[config.mk]
export PLATFORM = sky130hd
export DESIGN_NAME = irq_phase_ctrl
export DESIGN_NICKNAME = d
export VERILOG_FILES = /design/src/rtl/irq_phase_ctrl.sv
export SDC_FILE = /design/constraint.sdc
export NUM_CORES = 1
export LEC_CHECK = 0
export CORE_MARGIN = 4
export CORE_UTILIZATION = 40
export DETAILED_ROUTE_END_ITERATION = 6
export GPL_TIMING_DRIVEN = 0
export PLACE_DENSITY_LB_ADDON = 0.15
export SLEW_MARGIN = 20
export SYNTH_ARGS = -nofsm -noshare
export SYNTH_HDL_FRONTEND = slang
export SYNTH_SLANG_ARGS = --single-unit
[constraint.sdc]
create_clock -name clk -period 4.1 [get_ports clk]
set_input_delay 0.41 -clock clk [delete_from_list [all_inputs] [get_ports clk]]
set_output_delay 0.41 -clock clk [all_outputs]
set_load 0.05 [all_outputs]
[src/rtl/irq_phase_ctrl.sv]
// Instruction phase sequencer (FETCH/DECODE/EXEC/RDMEM with memory wait states)
// plus a masked, fixed-priority interrupt controller feeding the signal-generation logic.
module irq_phase_ctrl #(
    parameter int                 NUM_IRQ    = 4,
    parameter logic [NUM_IRQ-1:0] EDGE_MASK  = '0,
    parameter int                 MEM_WAIT   = 0,
    parameter logic [15:0]        VEC_BASE   = 16'h0010,
    parameter int                 VEC_STRIDE = 2
) (
    input  logic               clk,
    input  logic               rst,
    input  logic [NUM_IRQ-1:0] irq,
    input  logic               insn_rd,
    input  logic               set_ien,
    input  logic               clear_ien,
    input  logic               mask_we,
    input  logic [NUM_IRQ-1:0] mask_wdata,
    output logic [1:0]         phase,
    output logic               phase_fetch,
    output logic               phase_decode,
    output logic               phase_exec,
    output logic               phase_rdmem,
    output logic               phase_last,
    output logic               irq_pend,
    output logic [15:0]        irq_vec,
    output logic [NUM_IRQ-1:0] irq_ack,
    output logic               ien,
    output logic [NUM_IRQ-1:0] pending
);

    localparam int         SEL_W     = (NUM_IRQ > 1) ? $clog2(NUM_IRQ) : 1;
    localparam logic [2:0] WAIT_INIT = 3'(MEM_WAIT);

    typedef enum logic [1:0] {
        PH_DECODE = 2'd0,
        PH_EXEC   = 2'd1,
        PH_RDMEM  = 2'd2,
        PH_FETCH  = 2'd3
    } phase_t;

    phase_t             state;
    phase_t             state_next;
    logic [2:0]         wait_cnt;
    logic [NUM_IRQ-1:0] irq_q;
    logic [NUM_IRQ-1:0] edge_pend;
    logic [NUM_IRQ-1:0] mask_q;
    logic [NUM_IRQ-1:0] masked;
    logic [SEL_W-1:0]   sel;
    logic [SEL_W-1:0]   sel_next;
    logic [15:0]        vec_next;
    logic               take;

    always_ff @(posedge clk or posedge rst) begin
        if (rst) begin
            state <= PH_FETCH;
        end else begin
            state <= state_next;
        end
    end

    // Memory phases reload the counter whenever a phase ends, so entry always starts at MEM_WAIT.
    always_ff @(posedge clk or posedge rst) begin
        if (rst) begin
            wait_cnt <= WAIT_INIT;
        end else if (phase_last) begin
            wait_cnt <= WAIT_INIT;
        end else begin
            wait_cnt <= wait_cnt - 3'd1;
        end
    end

    always_comb begin
        state_next = state;
        case (state)
            PH_FETCH:  if (phase_last) state_next = PH_DECODE;
            PH_DECODE: state_next = PH_EXEC;
            PH_EXEC:   state_next = (insn_rd && !irq_pend) ? PH_RDMEM : PH_FETCH;
            PH_RDMEM:  if (phase_last) state_next = PH_FETCH;
            default:   state_next = PH_FETCH;
        endcase
    end

    always_comb begin
        phase        = state;
        phase_fetch  = (state == PH_FETCH);
        phase_decode = (state == PH_DECODE);
        phase_exec   = (state == PH_EXEC);
        phase_rdmem  = (state == PH_RDMEM);
        phase_last   = 1'b1;
        if (state == PH_FETCH || state == PH_RDMEM) begin
            phase_last = (wait_cnt == 3'd0);
        end
        irq_ack = '0;
        if (state == PH_EXEC && irq_pend) begin
            irq_ack[sel] = 1'b1;
        end
    end

    // Edge channels latch until acknowledged; a fresh edge in the ack cycle keeps them set.
    always_ff @(posedge clk or posedge rst) begin
        if (rst) begin
            irq_q     <= '0;
            edge_pend <= '0;
        end else begin
            irq_q     <= irq;
            edge_pend <= ((edge_pend & ~irq_ack) | (irq & ~irq_q)) & EDGE_MASK;
        end
    end

    assign pending = (edge_pend & EDGE_MASK) | (irq & ~EDGE_MASK);
    assign masked  = pending & mask_q;
    assign take    = (state == PH_FETCH) && phase_last;

    always_comb begin
        sel_next = '0;
        for (int i = NUM_IRQ - 1; i >= 0; i--) begin
            if (masked[i]) sel_next = SEL_W'(i);
        end
        vec_next = VEC_BASE + 16'(sel_next) * 16'(VEC_STRIDE);
    end

    always_ff @(posedge clk or posedge rst) begin
        if (rst) begin
            irq_pend <= 1'b0;
            sel      <= '0;
            irq_vec  <= VEC_BASE;
        end else if (take) begin
            irq_pend <= ien && (|masked);
            if (|masked) begin
                sel     <= sel_next;
                irq_vec <= vec_next;
            end
        end
    end

    // Entering an interrupt slot drops the global enable; clear beats set.
    always_ff @(posedge clk or posedge rst) begin
        if (rst) begin
            ien <= 1'b0;
        end else if (state == PH_EXEC) begin
            if (clear_ien || irq_pend) begin
                ien <= 1'b0;
            end else if (set_ien) begin
                ien <= 1'b1;
            end
        end
    end

    always_ff @(posedge clk or posedge rst) begin
        if (rst) begin
            mask_q <= '0;
        end else if (mask_we) begin
            mask_q <= mask_wdata;
        end
    end

endmodule

==> summary.txt <==
Detailed routing
  – Routed Antenna Nets: 0
  – WL/cell: 10.8 um
  – # DRC: 0
  – WL final: 1.77 mm
  – Drt initial violations: 2
  – Vias per inst: 4.32
  – Pre-antenna DRT Iters: 2
  – Via Count: 709

Setup path
  – Required time worst endpoint: 3.69 ns
  – Worst r2r src: phase[1]
  – CP max stage cell: clkdlybuf4s50_1
  – Critical-path cell list: inv_1, ha_1, o2bb2ai_1, clkdlybuf4s50_1
  – Worst Setup End Kind: output port
  – CP peak stage delay: 0.86 ns
  – Delay-heaviest family, CP: buffers and inverters
  – Crit Path Max Fanout: 6
  – Critical Path Source: phase[0]
  – CP Buf/Inv Count: 2
  – Reg-to-reg setup timing slack: 2.58 ns
  – R2R cell count: 4
  – Crit Path Class: reg2out
  – Critical path arrival: 2.34 ns
  – CP Launch Type: register
  – CP endpoint: phase_last
  – FF-to-FF End: phase[0]
  – Stages on worst setup path: 4

Power and ir drop
  – Leakage: 0.000620 uW
  – Pwr Density: 616 nW/um^2
  – Peak VDD IR: 0.420 mV

Timing
  – Tmin final: 2.75 ns
  – Final setup fails: 0
  – Relative slew slack: 65.3%
  – Max Clock Skew: 0.00505 ns
  – Fin. Hold Viols: 0
  – Max Transition Viols Final: 0
  – Post-route clock period utilization: 67.0%
  – Tightest Pin Transition: 0.518 ns
  – Maximum clock rate: 364 MHz
  – RSZ-0062 raised after global routing: false
  – Setup TNS: 0 ns

Global routing
  – Total global routing overflow: 0
  – Initial antenna violation count: 0
  – All-Layer GR Usage: 12.1%
  – Number of global-route vias before repair: 637
  – Largest net degree at the start of global routing: 14
  – Global-route wire length before repair: 2.61 mm

Floorplan
  – Die Width: 54.9 um
  – Site Rows: 16
  – Die footprint: 3010 um^2
  – Initial Util: 43.4%
  – Core ar.: 2020 um^2
  – I/O pin count: 47
  – Die H: 54.9 um

Synthesis
  – Yosys top cell area share: 31.3%
  – Syn Std Cell Area: 878 um^2
  – Synth Warn #: 0
  – Synth top area cells: dfrtp_1 (31%), buf_4 (15%), ha_1 (11%), mux2_2 (7.7%), dfstp_2 (6.0%)
  – Post-synthesis sequential area ratio: 37.3%
  – Netlist cell types: 26
  – Avg Cell Area, Syn: 9.87 um^2
  – Largest area contributor in the netlist: dfrtp_1
  – Post-synthesis cell count: 89
  – FF+latch count, synth: 13

Run status
  – Status: complete, no violations

CTS
  – Clk Latency, worst-skew pair: 0.27 ns
  – # clock sinks: 13
  – CTS root buffer: clkbuf_4
  – H-tree Lvls: 1
  – Post-CTS setup buffer count: 0
  – Clock Tree Buf Depth: 2
  – CTS tree: done
  – Post-CTS sizing: 0
  – Hold-fix buffers, CTS: 0
  – Num CTS Buffers: 3
  – Clock transition at path regs: 0.08 ns

Final layout
  – Share of cells above drive strength 1: 24.1%
  – Final nets: 160
  – # diodes: 0
  – Final instance area: 1300 um^2
  – Layout fillers: 177
  – Synth-to-Final Area Change: 48.4%

Place
  – # port buffers: 32
  – GP Congestion: 0.645
  – Hpwl dp: 1.51 mm
  – Post-Place Cell Area: 1280 um^2

Run
  – Max-cap viol count: 0

Min path
  – Min-delay worst type: reg2reg
  – Hold_sp: wait_cnt[0]
-- area by class of cell --
| type | count | area (um^2) | share of cell area, % |
|---|---|---|---|
| multi-input combinational | 62 | 430 | 33.0 |
| buffer | 18 | 135 | 10.4 |
| tap | 27 | 33.8 | 2.59 |
| sequential | 13 | 328 | 25.1 |
| clock buffer | 4 | 26.3 | 2.02 |
| timing repair buffer | 32 | 320 | 24.6 |
| inverter | 8 | 30.0 | 2.30 |
-- cell usage after synthesis (all sizes together) --
master / number
o22a: 2
a21o: 1
inv: 8
and2: 1
a311oi: 1
nor2: 8
dfrtp: 11
nand3b: 1
dfstp: 2
nand3: 1
nor2b: 1
o22ai: 1
mux2: 6
a32oi: 1
nand2: 5
nor3: 2
xnor2: 1
ha: 8
nand2b: 1
buf: 18
a22oi: 1
o2bb2ai: 1
o21a: 1
conb: 2
a21oi: 4
-- worst min path at each step --
stage	endpoint	slack, ns	depth (start not counted)
4_1_cts	wait_cnt[0]	0.43	1
3_3_place_gp	wait_cnt[0]	0.41	1
3_5_place_dp	wait_cnt[0]	0.42	1
2_1_floorplan	ien	0.29	1
6_report	wait_cnt[0]	0.43	1
5_1_grt	wait_cnt[0]	0.46	1
-- cells by family after synthesis --
kind of cell,after synthesis,share of synthesized area (%)
AOI/OAI and AO/OA,13,11.3
DFF,13,37.3
and+or+nand+nor,20,11.7
xor gates and xnor gates,1,0.997
adders and majority gates,8,11.4
muxes,6,7.69
buffers and inverters,26,18.8
other,2,0.855
-- power breakdown --
group	internal (uW)	switching (uW)	total (uW)
clock	37.7	40.1	77.7
sequential	171	43.1	214
combinational	186	326	512
total	395	409	803
-- flip-flops by register name, summed over array words and instances (netlist names) --
| signal | flops |
|---|---|
| mask_q | 4 |
| phase | 2 |
| ien | 1 |
| irq_pend | 1 |
| wait_cnt | 3 |
| sel | 2 |
-- routing by layer --
layer | vias up | global-route usage [%] | part of all wire, %
met3 | 2 | 1.91 | 10
met1 | 317 | 14.0 | 42
met2 | 34 | 21.1 | 47
li1 | 356 | - | -
met4 | 0 | 6.22 | 0.74
met5 | - | 0 | 0
-- placed cells by master, fill, tap and decap left out --
cell type and count:
a22oi_1 1, o22ai_1 1, a21oi_1 3, nor2_1 8, o22a_2 2, nor2b_1 1, a21o_1 1, conb_1 14
mux2_2 6, ha_1 8, dfstp_2 2, o21a_1 1, a32oi_1 1, nand2_1 5, clkbuf_1 1, nand3_1 1
and2_1 1, nand3b_4 1, a311oi_1 1, nand2b_1 1, clkdlybuf4s50_1 32, o2bb2ai_1 1, a21oi_2 1, buf_4 18
xnor2_1 1, clkbuf_4 3, dfrtp_1 11, nor3_1 2, inv_1 8
-- metrics by stage --
step	total power (uW)	worst slack (ns)	util [%]	instances	hold slack, ns
3_3_place_gp	723	1.66	63.2	160	0.413
5_1_grt	852	1.22	64.5	164	0.457
3_5_place_dp	734	1.66	63.2	160	0.420
6_report	803	1.35	64.5	164	0.427
2_1_floorplan	585	1.17	-	101	0.286
4_1_cts	812	1.32	64.5	164	0.430
-- worst reg2reg max path, stage by stage, from the launching register on --
cell and delay, ns:
dfstp_2 0.60, ha_1 0.28, a21oi_1 0.07, a21oi_2 0.15, mux2_2 0.36
No activity file was read; power rests on OpenSTA's default activity.
